$ cat config.mk
export PLATFORM = sky130hd
export DESIGN_NAME = hyper_read_packer
export DESIGN_NICKNAME = d
export VERILOG_FILES = /design/src/rtl/hyper_read_packer.sv
export SDC_FILE = /design/constraint.sdc
export NUM_CORES = 1
export LEC_CHECK = 0
export BUFFER_PORTS_ARGS = -buffer_cell sky130_fd_sc_hd__buf_4
export CAP_MARGIN = 15
export CELL_PAD_IN_SITES_DETAIL_PLACEMENT = 1
export CELL_PAD_IN_SITES_GLOBAL_PLACEMENT = 2
export CORE_UTILIZATION = 46
export CTS_CLUSTER_DIAMETER = 50
export DETAILED_ROUTE_END_ITERATION = 16
export PLACE_DENSITY = 0.79
export SLEW_MARGIN = 10
export SYNTH_ARGS = -nofsm -noshare
export SYNTH_HDL_FRONTEND = slang
export SYNTH_SLANG_ARGS = --single-unit
$ cat constraint.sdc
create_clock -name clk0 -period 6.2 [get_ports clk0]
set_input_delay 0.62 -clock clk0 [delete_from_list [all_inputs] [get_ports clk0]]
set_output_delay 0.62 -clock clk0 [all_outputs]
set_load 0.05 [all_outputs]
$ cat src/rtl/hyper_read_packer.sv
// hyper_read_packer
//
// Receive-side packer behind the HyperBus DDR input capture stage. It takes
// the 16-bit words that stage delivers on clk0 and packs them into 32-bit
// beats with byte enables and a last flag. Beats go into a small
// fall-through FIFO that the bus-side read channel drains with valid/ready.
// It also drives the capture-stage enable for the length of a read burst.
//
// Ports
//   clk0, rst_ni        clock, asynchronous active-low reset
//   start_i, len_i,     burst start (IDLE only), word count (0 means 1),
//   drop_first_i        discard the first received word (odd start address)
//   abort_i             synchronous abort, highest priority after reset
//   data_i, valid_i     capture-stage word and its one-cycle valid pulse
//   enable_o            capture-stage enable, high while receiving
//   rx_data_o, rx_be_o, FIFO head beat, byte enables and last flag
//   rx_last_o           (all zero while the FIFO is empty)
//   rx_valid_o,         FIFO head handshake
//   rx_ready_i
//   busy_o              receiving or FIFO not yet drained
//   overflow_o          sticky: a beat was lost to a full FIFO
module hyper_read_packer #(
  parameter int FIFO_DEPTH = 8,
  parameter int LEN_W      = 16
) (
  input  logic             clk0,
  input  logic             rst_ni,
  input  logic             start_i,
  input  logic [LEN_W-1:0] len_i,
  input  logic             drop_first_i,
  input  logic             abort_i,
  input  logic [15:0]      data_i,
  input  logic             valid_i,
  output logic             enable_o,
  output logic [31:0]      rx_data_o,
  output logic [3:0]       rx_be_o,
  output logic             rx_last_o,
  output logic             rx_valid_o,
  input  logic             rx_ready_i,
  output logic             busy_o,
  output logic             overflow_o
);

  localparam int AW = $clog2(FIFO_DEPTH);

  typedef enum logic {
    IDLE,
    RECV
  } state_t;

  state_t           state, state_next;
  logic [LEN_W-1:0] remaining, remaining_next;
  logic             half_vld, half_vld_next;
  logic             drop_pend, drop_pend_next;
  logic [15:0]      lo, lo_next;
  logic             overflow, overflow_next;

  // Pointers carry one extra MSB so that full and empty can be told apart.
  logic [AW:0]      wr_ptr, wr_ptr_next;
  logic [AW:0]      rd_ptr, rd_ptr_next;

  logic             push;
  logic [31:0]      push_data;
  logic [3:0]       push_be;
  logic             push_last;
  logic             flush;
  logic             push_ok;
  logic             pop;
  logic             empty;
  logic             full;

  logic [31:0]      mem_data [FIFO_DEPTH];
  logic [3:0]       mem_be   [FIFO_DEPTH];
  logic             mem_last [FIFO_DEPTH];

  assign empty = (wr_ptr == rd_ptr);
  assign full  = (wr_ptr[AW] != rd_ptr[AW]) &&
                 (wr_ptr[AW-1:0] == rd_ptr[AW-1:0]);
  assign pop   = ~empty & rx_ready_i;
  // A pop in the same cycle frees the slot, so a full FIFO can still take a push.
  assign push_ok = push & (~full | pop);

  // State and control registers.
  always_ff @(posedge clk0 or negedge rst_ni) begin
    if (!rst_ni) begin
      state     <= IDLE;
      remaining <= '0;
      half_vld  <= 1'b0;
      drop_pend <= 1'b0;
      lo        <= '0;
      overflow  <= 1'b0;
      wr_ptr    <= '0;
      rd_ptr    <= '0;
    end else begin
      state     <= state_next;
      remaining <= remaining_next;
      half_vld  <= half_vld_next;
      drop_pend <= drop_pend_next;
      lo        <= lo_next;
      overflow  <= overflow_next;
      wr_ptr    <= wr_ptr_next;
      rd_ptr    <= rd_ptr_next;
    end
  end

  // FIFO storage needs no reset: outputs are masked while empty.
  always_ff @(posedge clk0) begin
    if (push_ok) begin
      mem_data[wr_ptr[AW-1:0]] <= push_data;
      mem_be[wr_ptr[AW-1:0]]   <= push_be;
      mem_last[wr_ptr[AW-1:0]] <= push_last;
    end
  end

  // Next-state, packing and FIFO pointer logic.
  always_comb begin
    state_next     = state;
    remaining_next = remaining;
    half_vld_next  = half_vld;
    drop_pend_next = drop_pend;
    lo_next        = lo;
    overflow_next  = overflow;
    push           = 1'b0;
    push_data      = '0;
    push_be        = '0;
    push_last      = 1'b0;
    flush          = 1'b0;

    if (abort_i) begin
      state_next     = IDLE;
      half_vld_next  = 1'b0;
      drop_pend_next = 1'b0;
      flush          = 1'b1;
    end else begin
      case (state)
        IDLE: begin
          if (start_i) begin
            state_next     = RECV;
            remaining_next = (len_i == '0) ? LEN_W'(1) : len_i;
            drop_pend_next = drop_first_i;
            half_vld_next  = 1'b0;
            overflow_next  = 1'b0;
          end
        end
        RECV: begin
          if (valid_i) begin
            if (drop_pend) begin
              drop_pend_next = 1'b0;
            end else if (remaining == LEN_W'(1)) begin
              // Final word closes the beat, padded to the low half if alone.
              push           = 1'b1;
              push_last      = 1'b1;
              push_data      = half_vld ? {data_i, lo} : {16'h0000, data_i};
              push_be        = half_vld ? 4'b1111 : 4'b0011;
              half_vld_next  = 1'b0;
              remaining_next = '0;
              state_next     = IDLE;
            end else if (!half_vld) begin
              lo_next        = data_i;
              half_vld_next  = 1'b1;
              remaining_next = remaining - LEN_W'(1);
            end else begin
              push           = 1'b1;
              push_data      = {data_i, lo};
              push_be        = 4'b1111;
              half_vld_next  = 1'b0;
              remaining_next = remaining - LEN_W'(1);
            end
          end
        end
        default: state_next = IDLE;
      endcase
    end

    if (push && !push_ok) begin
      overflow_next = 1'b1;
    end

    if (flush) begin
      wr_ptr_next = '0;
      rd_ptr_next = '0;
    end else begin
      wr_ptr_next = wr_ptr + (AW+1)'(push_ok);
      rd_ptr_next = rd_ptr + (AW+1)'(pop);
    end
  end

  assign enable_o   = (state == RECV);
  assign busy_o     = (state != IDLE) | ~empty;
  assign overflow_o = overflow;
  assign rx_valid_o = ~empty;
  assign rx_data_o  = empty ? 32'h0 : mem_data[rd_ptr[AW-1:0]];
  assign rx_be_o    = empty ? 4'h0  : mem_be[rd_ptr[AW-1:0]];
  assign rx_last_o  = empty ? 1'b0  : mem_last[rd_ptr[AW-1:0]];

endmodule

# ---- Word-level counts from Yosys, hierarchy flattened
# Memory sizes are Yosys's and may differ from the RTL's.
# Cells that the tools add are included.
dict set report op_classes {
  addsub 3
  eq_ne 12
  muxes 59
  bitwise 11
  reduce_logical 10
}
# operator n
set op_table {}
lappend op_table {{$mux 32} 8}
lappend op_table {{$mux 16} 5}
lappend op_table {{$mux 4} 10}
lappend op_table {{$mux 1} 32}
lappend op_table {{$pmux 16 s2} 1}
lappend op_table {{$eq 16x1->1 const B} 1}
lappend op_table {{$logic_not 16->1} 1}
lappend op_table {{$sub 16x1->16 const B} 1}
lappend op_table {{$ne 3x3->1 const B} 3}
lappend op_table {{$add 4x1->4} 2}
lappend op_table {{$not 1->1} 7}
lappend op_table {{$ne 2x2->1 const B} 3}
lappend op_table {{$pmux 1 s2} 3}
lappend op_table {{$reduce_and 3->1} 2}
lappend op_table {{$reduce_and 6->1} 1}
lappend op_table {{$eq 4x4->1} 1}
lappend op_table {{$ne 2x1->1 const B} 2}
lappend op_table {{$reduce_and 4->1} 1}
lappend op_table {{$eq 3x3->1} 1}
lappend op_table {{$and 1x1->1} 2}
lappend op_table {{$logic_and 1x1->1} 2}
lappend op_table {{$or 1x1->1} 2}
lappend op_table {{$reduce_and 2->1} 1}
lappend op_table {{$reduce_bool 2->1} 1}
lappend op_table {{other kinds (2)} 2}
dict set report totals {
  regBits 44
  mem_bits_rw 296
  inputBits 39
  out_inout_bits 41
  memories 3
}
# memory depth word_bits read_ports rd_clocked_by_memory_dff write_ports line_no
set mem_list {}
lappend mem_list {mem_data 8 32 1 0 1 72} ;# logic [31:0] mem_data [FIFO_DEPTH];
lappend mem_list {mem_be 8 4 1 0 1 73} ;# logic [3:0] mem_be [FIFO_DEPTH];
lappend mem_list {mem_last 8 1 1 0 1 74} ;# logic mem_last [FIFO_DEPTH];

# ---- Logic depth before layout (Yosys ltp)
# Gate-level depths: netlist of the first run.
dict set report depth {
  word_depth 11
  ltp_mapped 12
  mapped_depth_nobuf 11
}

# ---- Worst setup path after synthesis of the first run
# Ideal clock, no wire load.
dict set report synth_timing {
  kind {reg2reg}
  startpoint {register remaining[1]}
  endpoint {memory mem_be[3][1] (enable)}
  setup_time_ns 0.471
  arrival_time_ns 3.998
  path_slack_ns 1.732
  path_stages_with_launch 9
  path_buffers 1
  period_less_slack_ns 4.468
  path_cell_list {dfrtp_1 > inv_1 > ha_1 > nor4b_4 > and4_4 > o21ai_4 > nand2b_4 > buf_6 > nor3_1}
}
dict set report synth_via {
  elab_chain_len 9
}
# element line_no
set synth_lines {}
lappend synth_lines {{start, declared} 52} ;# logic [LEN_W-1:0] remaining, remaining_next;
lappend synth_lines {{start signal, assigned} 96} ;# remaining <= remaining_next;
lappend synth_lines {{$eq 16x1->1} 149} ;# end else if (remaining == LEN_W'(1)) begin
lappend synth_lines {{$mux 1} 149}
lappend synth_lines {{$mux 1} 147} ;# if (drop_pend) begin
lappend synth_lines {{$mux 1} 146} ;# if (valid_i) begin
lappend synth_lines {{$mux 1} 135} ;# case (state)
lappend synth_lines {{$mux 1} 129} ;# if (abort_i) begin
lappend synth_lines {{$and 1x1->1} 81} ;# assign push_ok = push & (~full | pop);
lappend synth_lines {{$mux 1} 108} ;# if (push_ok) begin
lappend synth_lines {{$mux 1 (implied by the code)} 110} ;# mem_be[wr_ptr[AW-1:0]] <= push_be;
lappend synth_lines {{end, declared} 73}
# No other way between the ends.

# ---- Worst setup path in the final report of the first run
dict set report layout_timing {
  startpoint {register rd_ptr[0]}
  endpoint {output rx_data_o[18]}
}
dict set report layout_via {
  elab_chain_len 2
}
# element line_no
set layout_lines {}
lappend layout_lines {{start, declared} 60} ;# logic [AW:0] rd_ptr, rd_ptr_next;
lappend layout_lines {{start signal, assigned} 102} ;# rd_ptr <= rd_ptr_next;
lappend layout_lines {{$mem_v2 8x32 or $eq 4x4->1 (tied branches)} --}
lappend layout_lines {{$mux 32 (*)} 192} ;# assign rx_data_o = empty ? 32'h0 : mem_data[rd_ptr[AW-1:0]];
lappend layout_lines {{end, declared} 35} ;# output logic [31:0] rx_data_o,
# Every way passes the cells marked *; elsewhere a longest branch is shown, timed or not.

==> metrics.cfg, run 1 <==
[run_status]
status = completed

[clock_network]
cts_sinks = 324
cts_root_buf = clkbuf_16
htree_levels = 2
ctsLongestPathBuffers = 3
cts_tree = yes
hold_buffers = 0
clkTransAtPathRegs_ps = 60
cts_made_buffers = 36
clk_latency_ps = 520
post_cts_resized = 0
cts_setup_buffers = 0

[cells_and_area]
num_antenna_cells = 0
layout.nets = 871
fin_util_pct = 54.3
postLayoutCellArea_um2 = 15600
syn_to_final_growth_pct = 16.2
layout_common_cells = edfxtp_1 (280), buf_4 (93), mux4_2 (70)
drive_gt1_share_pct = 29.6
layout.cells.most_common = edfxtp_1

[placement]
io_buffers = 79
hpwl_um = 18600
post_dp_cell_area_um2 = 14500
place_congestion = 0.844

[timing]
finalHoldViolCount = 0
setup_viol = 0
relSlewSlack_pct = 19.3
fmax_ghz = 0.248
fin_crit_ps = 4020
rsz0062_at_grt = no
slew_viol_final = 0
finClkSkew_ps = 16.0
tightest_slew_ps = 1200
post-route-period-util_pct = 64.9
final.setup.tns_ps = 0

[critical_path]
crit_arrival_ps = 3400
critPathLaunchType = flop
required_ps = 5580
path_max_fanout = 42
worstSetupPathType = flop to output port
crit_path_end_kind = output port

[floorplanning]
pin_count = 80
rows = 62
core_um2 = 28700
die_x_um = 173
start_util_pct = 46.8
die_area_um2 = 29900
die_h_um = 173

[power]
power_density_nw_per_um2 = 300
max-vdd-ir-drop_uv = 168
leakage_nw = 5.63

[synthesis]
yosysSeqAreaShare_pct = 70.8
syn_nets = 783
synth_seq_cells = 324
synth-main-ff-cell = edfxtp_1
synth_cell_type_count = 59
ys.warnings.count = 0
synth_cells = 738
synth_async_sr_flop_share_pct = 13.6
syn-cell-area_um2 = 13400
synth_edf_count = 280
syn-mean-instance-area_um2 = 18.2

[global_routing]
grt_start_max_net_pins = 73
antenna_found_initial = 0
grt_pass1_wl_um = 47900
grt_pass1_vias = 7968
overflow = 0
grt_usage_pct = 21.3

[job]
drv_cap = 0

[detailed_routing]
drc = 0
routedLengthMet1_um = 13400
routed-via-count = 7170
dr_wl_met2_um = 15500
wl_met3_um = 1180
avgRoutedWirePerCell_um = 24.9
ant_nets = 0
routed_via_density = 5.81
drt_wl_total_um = 30800
drt-initial-drc-count = 490
top_layer_used = met4
drt_pass1_iterations = 5

[hold_path]
holdCritPathClass = input pin to async pin

[cells in the mapped netlist, drive strengths merged, types with 5 or more instances]
library cell / instances / area, um^2
a21oi: 6 / 30.0
a22oi: 6 / 45.0
and3: 16 / 100
buf: 23 / 128
clkbuf: 21 / 78.8
dfrtp: 44 / 1100
edfxtp: 280 / 8410
ha: 6 / 75.1
inv: 10 / 37.5
mux2: 16 / 180
mux2i: 51 / 510
mux4: 70 / 1580
nand2: 16 / 60.1
nand3: 14 / 70.1
nor2: 66 / 248
nor2b: 7 / 43.8
nor3: 12 / 71.3
nor4: 7 / 80.1
o21ai: 8 / 51.3
o311ai: 5 / 43.8
or3: 5 / 31.3
xnor2: 6 / 52.6
[cell families (layout without fill, tap and decap cells)]
logic type	Yosys count	after routing	share of synthesized area, %
flops	324	324	70.8
simple gates	162	162	6.73
mux	137	137	16.9
buf+inv	54	166	1.82
compound gates	47	47	2.64
xor+xnor	8	8	0.522
fa+ha+maj	6	6	0.559
[where the power goes]
| group | internal, mW | leakage (nW) | switching, mW |
|---|---|---|---|
| sequential | 2.39 | 3.58 | 0.0656 |
| combinational | 0.0944 | 1.51 | 0.106 |
| clock | 1.18 | 0.538 | 0.832 |
| total | 3.67 | 5.63 | 1.00 |
[registers in the layout, summed over array words and instances, names as in the netlist]
signal / flops
drop_pend: 1
enable_o: 1
half_vld: 1
lo: 16
mem_be: 16
mem_data: 256
mem_last: 8
overflow_o: 1
rd_ptr: 4
remaining: 16
wr_ptr: 4
[per-layer routing]
layer  vias up  GRT usage (%)
met5         -              0
met3        48           3.23
met1      3797           28.3
li1       3132              -
met2       193           36.6
met4         0           5.97
[cell type report]
type / count / area [um^2]
timing repair buffer: 94 / 713
tap: 384 / 480
multi-input combinational: 360 / 3730
fill: 2646 / 13100
clock inverter: 19 / 164
clock buffer: 43 / 948
sequential: 324 / 9520
inverter: 10 / 37.5
[stage by stage]
| stage | power (mW) | instances | setup WS [ps] | hold slack, ps |
|---|---|---|---|---|
| after floorplan | 2.61 | 738 | 1730 | 324 |
| after global placement | 2.69 | 1171 | 2300 | 490 |
| after global routing | 4.81 | 1234 | 1870 | 153 |
| after detailed placement | 2.70 | 1171 | 2130 | 496 |
| final | 4.67 | 1234 | 2180 | 123 |
| after CTS | 4.71 | 1233 | 2060 | 127 |
[path summary, 6_finish.rpt]
path                                      from                   endpoint  slack, ps  depth (start not counted)
min in group clk0                   data_i[13]         lo[13]$_DFFE_PN0P_        370                          2
hold / removal                          rst_ni        rd_ptr[3]$_DFF_PN0_        120                          1
setup reg to reg            enable_o$_DFF_PN0_  mem_data[6][28]$_DFFE_PP_       2710                          5
setup / recovery           rd_ptr[0]$_DFF_PN0_              rx_data_o[18]       2180                          5
max in group asynchronous               rst_ni        rd_ptr[0]$_DFF_PN0_       5610                          1
hold reg to reg              lo[7]$_DFFE_PN0P_          lo[7]$_DFFE_PN0P_        510                          1
[critical path, cell delays in order, from the launching register on]
cell	delay (ps)
dfrtp_4	1010
buf_4	660
mux4_2	580
mux2i_1	280
nor2_1	90
buf_4	240
(Power assumes the default switching activity.)
==> inputs of run 2 (changes only) <==
==> constraint.sdc (replaced) <==
create_clock -name clk0 -period 4.2 [get_ports clk0]
set_input_delay 0.42 -clock clk0 [delete_from_list [all_inputs] [get_ports clk0]]
set_output_delay 0.42 -clock clk0 [all_outputs]
set_load 0.05 [all_outputs]
==> metrics.cfg, run 2 (synthesized netlist as in run 1, its figures left out) <==
[cells_and_area]
drive_gt1_share_pct = 30.4  ; +0.74 points
fin_cells = 1243  ; +0.73%
multiInputGateArea_um2 = 3730  ; -0.17%
layout_common_cells = edfxtp_1 (280), buf_4 (91), mux4_2 (70)
layout.nets = 875  ; +0.46%
regArea_um2 = 9520  ; unchanged
num_antenna_cells = 0  ; unchanged
syn_to_final_growth_pct = 17.5
largest_register_ffs = 256  ; unchanged
filler_cell_count = 2591  ; -2.1%
layout.cells.most_common = edfxtp_1

[clock_network]
htree_levels = 2  ; unchanged
cts_made_buffers = 38  ; +5.6%
hold_buffers = 1  ; +1
ctsLongestPathBuffers = 3  ; unchanged
post_cts_resized = 0  ; unchanged
clk_latency_ps = 530  ; about the same
cts_tree = yes
cts_sinks = 324  ; unchanged
cts_setup_buffers = 0  ; unchanged
clkTransAtPathRegs_ps = 60  ; about the same
cts_root_buf = clkbuf_16

[detailed_routing]
routed-via-count = 7242  ; +1.0%
drt_pass1_iterations = 5  ; unchanged
routed_via_density = 5.83  ; +0.27%
ant_nets = 0  ; unchanged
avgRoutedWirePerCell_um = 25.9  ; +3.8%
drt_wl_total_um = 32200  ; +4.5%
drc = 0  ; unchanged
drt-initial-drc-count = 659  ; +34%

[timing]
relSlewSlack_pct = 25.0  ; +5.7 points
finClkSkew_ps = 16.8  ; +0.840 ps
slew_viol_final = 0  ; unchanged
fmax_ghz = 0.314
final.setup.tns_ps = 0  ; unchanged
setup_viol = 0  ; unchanged
fin_crit_ps = 3180
tightest_slew_ps = 1130  ; -76.2 ps
rsz0062_at_grt = no
post-route-period-util_pct = 75.8
finalHoldViolCount = 0  ; unchanged

[power]
power_density_nw_per_um2 = 454  ; +51%
leakage_nw = 5.71  ; +1.5%
max-vdd-ir-drop_uv = 308  ; +83%

[global_routing]
overflow = 0  ; unchanged
grt_pass1_wl_um = 49700  ; +3.6%
grt_pass1_vias = 7959  ; -0.11%
grt_start_max_net_pins = 73  ; unchanged
antenna_found_initial = 0  ; unchanged
grt_usage_pct = 22.3  ; +0.98 points

[floorplanning]
die_h_um = 173  ; unchanged
rows = 62  ; unchanged
die_x_um = 173  ; unchanged
core_um2 = 28700  ; unchanged
start_util_pct = 46.8  ; unchanged
pin_count = 80  ; unchanged
die_area_um2 = 29900  ; unchanged

[hold_path]
holdCritPathClass = input pin to flop

[placement]
place_congestion = 0.842  ; -0.25%
hpwl_um = 19800  ; +6.5%
dp.cells = 1173  ; +0.17%
io_buffers = 79  ; unchanged

[job]
drv_cap = 0  ; unchanged

[critical_path]
crit_path_end_kind = output port
path_max_fanout = 26  ; -38%
required_ps = 3780  ; -1800 ps
worstSetupPathType = flop to output port
crit_arrival_ps = 2760  ; -640 ps
critPathLaunchType = flop

[run_status]
status = completed

==> run 2: cell types whose count changed in the layout (fill, tap and decap cells not counted), sizes merged <==
cell         before  now
inv              13   15
clkbuf           43   48
dlygate4sd3       0    1
buf              94   95
==> run 2: final timing paths <==
check                      slack, ps                         to  depth (start not counted)                 from
max                             1020              rx_data_o[11]                          6  wr_ptr[2]$_DFF_PN0_
min                              150   remaining[7]$_DFFE_PN0P_                          2             len_i[7]
max reg2reg                     1110  mem_data[0][10]$_DFFE_PP_                          5   enable_o$_DFF_PN0_
min reg2reg                      510          lo[8]$_DFFE_PN0P_                          1    lo[8]$_DFFE_PN0P_
max in group asynchronous       3280        rd_ptr[0]$_DFF_PN0_                          2               rst_ni
min in group asynchronous        460        rd_ptr[3]$_DFF_PN0_                          2               rst_ni
==> run 2: worst max-delay path: stages (launching register included) <==
cell	delay (ps)
dfrtp_1	710
xnor2_1	180
nand3_1	160
nor2b_4	430
buf_4	410
nor2_1	110
buf_4	210
==> run 2: metrics by stage <==
| stage | total power [mW] | setup WS (ps) | instance area [um^2] | util [%] | hold WS [ps] |
|---|---|---|---|---|---|
| 4_1_cts | 7.22 | 949 | 15800 | 54.9 | 142 |
| 3_3_place_gp | 3.97 | 1140 | 14500 | 50.6 | 471 |
| 2_1_floorplan | 3.86 | -268 | 13400 | - | 124 |
| 5_1_grt | 7.36 | 834 | 15800 | 54.9 | 147 |
| 3_5_place_dp | 3.99 | 1050 | 14500 | 50.6 | 477 |
| 6_report | 7.16 | 1020 | 15800 | 54.9 | 151 |
==> run 2: routing by layer <==
| layer | GRT usage (%) | vias to the layer above | share of wire [%] |
|---|---|---|---|
| met4 | 6.67 | 0 | 2.2 |
| li1 | - | 3142 | - |
| met1 | 28.8 | 3851 | 41 |
| met2 | 38.7 | 202 | 53 |
| met3 | 3.69 | 47 | 4.6 |
| met5 | 0 | - | 0 |
==> run 2: where the power goes <==
part	switching, mW	internal, mW
Sequential	0.0919	3.53
Clock	1.31	1.91
Combinational	0.162	0.141
==> run 2: layout make-up <==
type	count	area share [%]
flip-flops and latches	324	60.3
multi-input cells	360	23.6
clock buffers	48	6.66
repair buffers	96	4.90
well taps	384	3.05
clock inverters	21	1.18
inverters	10	0.238
==> inputs of run 3 (changes only) <==
--- a/config.mk
+++ b/config.mk
@@ -9,10 +9,10 @@
 export CAP_MARGIN = 15
 export CELL_PAD_IN_SITES_DETAIL_PLACEMENT = 1
 export CELL_PAD_IN_SITES_GLOBAL_PLACEMENT = 2
-export CORE_UTILIZATION = 46
+export CORE_UTILIZATION = 42
 export CTS_CLUSTER_DIAMETER = 50
 export DETAILED_ROUTE_END_ITERATION = 16
-export PLACE_DENSITY = 0.79
+export PLACE_DENSITY = 0.76
 export SLEW_MARGIN = 10
 export SYNTH_ARGS = -nofsm -noshare
 export SYNTH_HDL_FRONTEND = slang
==> constraint.sdc (replaced) <==
create_clock -name clk0 -period 2.9 [get_ports clk0]
set_input_delay 0.29 -clock clk0 [delete_from_list [all_inputs] [get_ports clk0]]
set_output_delay 0.29 -clock clk0 [all_outputs]
set_load 0.05 [all_outputs]
==> metrics.cfg, run 3 (synthesized netlist as in run 1, its figures left out) <==
[global_routing]
grt_usage_pct = 20.2  ; -2.0 points
grt_pass1_vias = 8067  ; +1.4%
grt_pass1_wl_um = 49600  ; about the same
grt_start_max_net_pins = 73  ; unchanged
overflow = 0  ; unchanged
antenna_found_initial = 0  ; unchanged

[hold_path]
holdCritPathClass = input pin to flop

[detailed_routing]
routedLengthMet1_um = 13800  ; +5.6%
wl_met3_um = 1420  ; -4.5%
routed_via_density = 5.68  ; -2.6%
routed-via-count = 7266  ; +0.33%
drt-initial-drc-count = 559  ; -15%
dr_wl_met2_um = 16900  ; -0.32%
ant_nets = 0  ; unchanged
avgRoutedWirePerCell_um = 25.5  ; -1.3%
drc = 0  ; unchanged
top_layer_used = met4
drt_pass1_iterations = 4  ; -1
drt_wl_total_um = 32700  ; +1.7%

[placement]
dp.cells = 1209  ; +3.1%
post_dp_cell_area_um2 = 14800  ; +1.7%
hpwl_um = 20100  ; +1.5%
place_congestion = 0.847  ; +0.68%
io_buffers = 79  ; unchanged

[critical_path]
crit_path_end_kind = output port
cp_num_buf_inv = 2  ; unchanged
critPathLaunchType = flop
cp_slowest_cell = mux4_2
crit_top_cell = buf_4
crit_chain = buf_4 > mux4_2 > mux2i_1 > nor2_1 > buf_4
worstSetupPathType = flop to output port
path_max_fanout = 17  ; -35%
reg2reg_slack_ps = 240  ; -870 ps
crit_arrival_ps = 2450  ; -310 ps
critical-path-top-delay-family = multiplexers
crit_path_max_incr_delay_ps = 580  ; -130 ps
required_ps = 2610  ; -1170 ps

[cells_and_area]
num_antenna_cells = 0  ; unchanged
filler_cell_count = 2907  ; +12%
postLayoutCellArea_um2 = 16100  ; +1.9%
layout_common_cells = edfxtp_1 (280), buf_4 (104), mux4_2 (70)
layout.cells.most_common = edfxtp_1
syn_to_final_growth_pct = 19.8
layout.nets = 894  ; +2.2%
largest_register_ffs = 256  ; unchanged
drive_gt1_share_pct = 31.8  ; +1.4 points
fin_cells = 1280  ; +3.0%

[timing]
slew_viol_final = 0  ; unchanged
finalHoldViolCount = 0  ; unchanged
tightest_slew_ps = 903  ; -222 ps
setup_viol = 0  ; unchanged
post-route-period-util_pct = 94.5
rsz0062_at_grt = no
final.setup.tns_ps = 0  ; unchanged
fmax_ghz = 0.365
hold_slack_ps = 39.5  ; -111 ps
relSlewSlack_pct = 39.5  ; +15 points
finClkSkew_ps = 16.9  ; +0.0772 ps
fin_crit_ps = 2740

[clock_network]
ctsLongestPathBuffers = 3  ; unchanged
cts_setup_buffers = 0  ; unchanged
cts_made_buffers = 38  ; unchanged
clk_latency_ps = 510  ; -20 ps
cts_root_buf = clkbuf_16
cts_tree = yes
htree_levels = 2  ; unchanged
cts_sinks = 324  ; unchanged
clkTransAtPathRegs_ps = 60  ; about the same

[power]
leakage_nw = 5.84  ; +2.3%
total_power_mw = 10.5  ; +46%
power_density_nw_per_um2 = 651  ; +43%
max-vdd-ir-drop_uv = 346  ; +12%

[floorplanning]
die_h_um = 181  ; +4.6%
pin_count = 80  ; unchanged
die_x_um = 181  ; +4.6%
die_area_um2 = 32700  ; +9.4%
rows = 65  ; +4.8%
start_util_pct = 42.6  ; -4.1 points
core_um2 = 31500  ; +9.7%

[job]
drv_cap = 0  ; unchanged

[run_status]
status = completed

[run 3: final timing paths]
path / from / to / cells after the start
setup / recovery: rd_ptr[0]$_DFF_PN0_ / rx_data_o[2] / 5
hold / removal: len_i[13] / remaining[13]$_DFFE_PN0P_ / 2
setup reg to reg: remaining[1]$_DFFE_PN0P_ / mem_data[1][12]$_DFFE_PP_ / 8
hold reg to reg: lo[2]$_DFFE_PN0P_ / lo[2]$_DFFE_PN0P_ / 1
max in group asynchronous: rst_ni / rd_ptr[0]$_DFF_PN0_ / 2
min in group asynchronous: rst_ni / rd_ptr[3]$_DFF_PN0_ / 2
[run 3: cell type report]
type | instances | area, um^2 | area share, %
multi-input combinational | 360 | 3750 | 23.3
inverter | 10 | 37.5 | 0.233
clock buffer | 51 | 1060 | 6.62
tap | 402 | 503 | 3.13
timing repair buffer | 115 | 1000 | 6.24
sequential | 324 | 9520 | 59.2
clock inverter | 18 | 199 | 1.24
[run 3: where the power goes]
group,leakage (nW),internal (mW),switching [mW]
combinational,1.66,0.213,0.248
sequential,3.58,5.12,0.130
clock,0.607,2.88,1.87
[run 3: repair_timing]
item                       4_1_cts  5_1_grt
hold endpoints to repair        44        0
hold buffers                     1        0
setup endpoints to repair        0        1
gates resized for setup          0        1
[run 3: per-layer routing]
layer,vias to the layer above,track usage [%]
met5,-,0
met4,0,5.68
met3,51,3.00
met2,202,35.3
met1,3826,26.4
li1,3187,-
[run 3: per-stage QoR]
stage	util [%]	setup slack, ps
after CTS	51.0	49.1
after floorplan	-	-496
final	51.1	158
after global routing	51.1	50.4
after global placement	46.9	304
after detailed placement	46.9	231
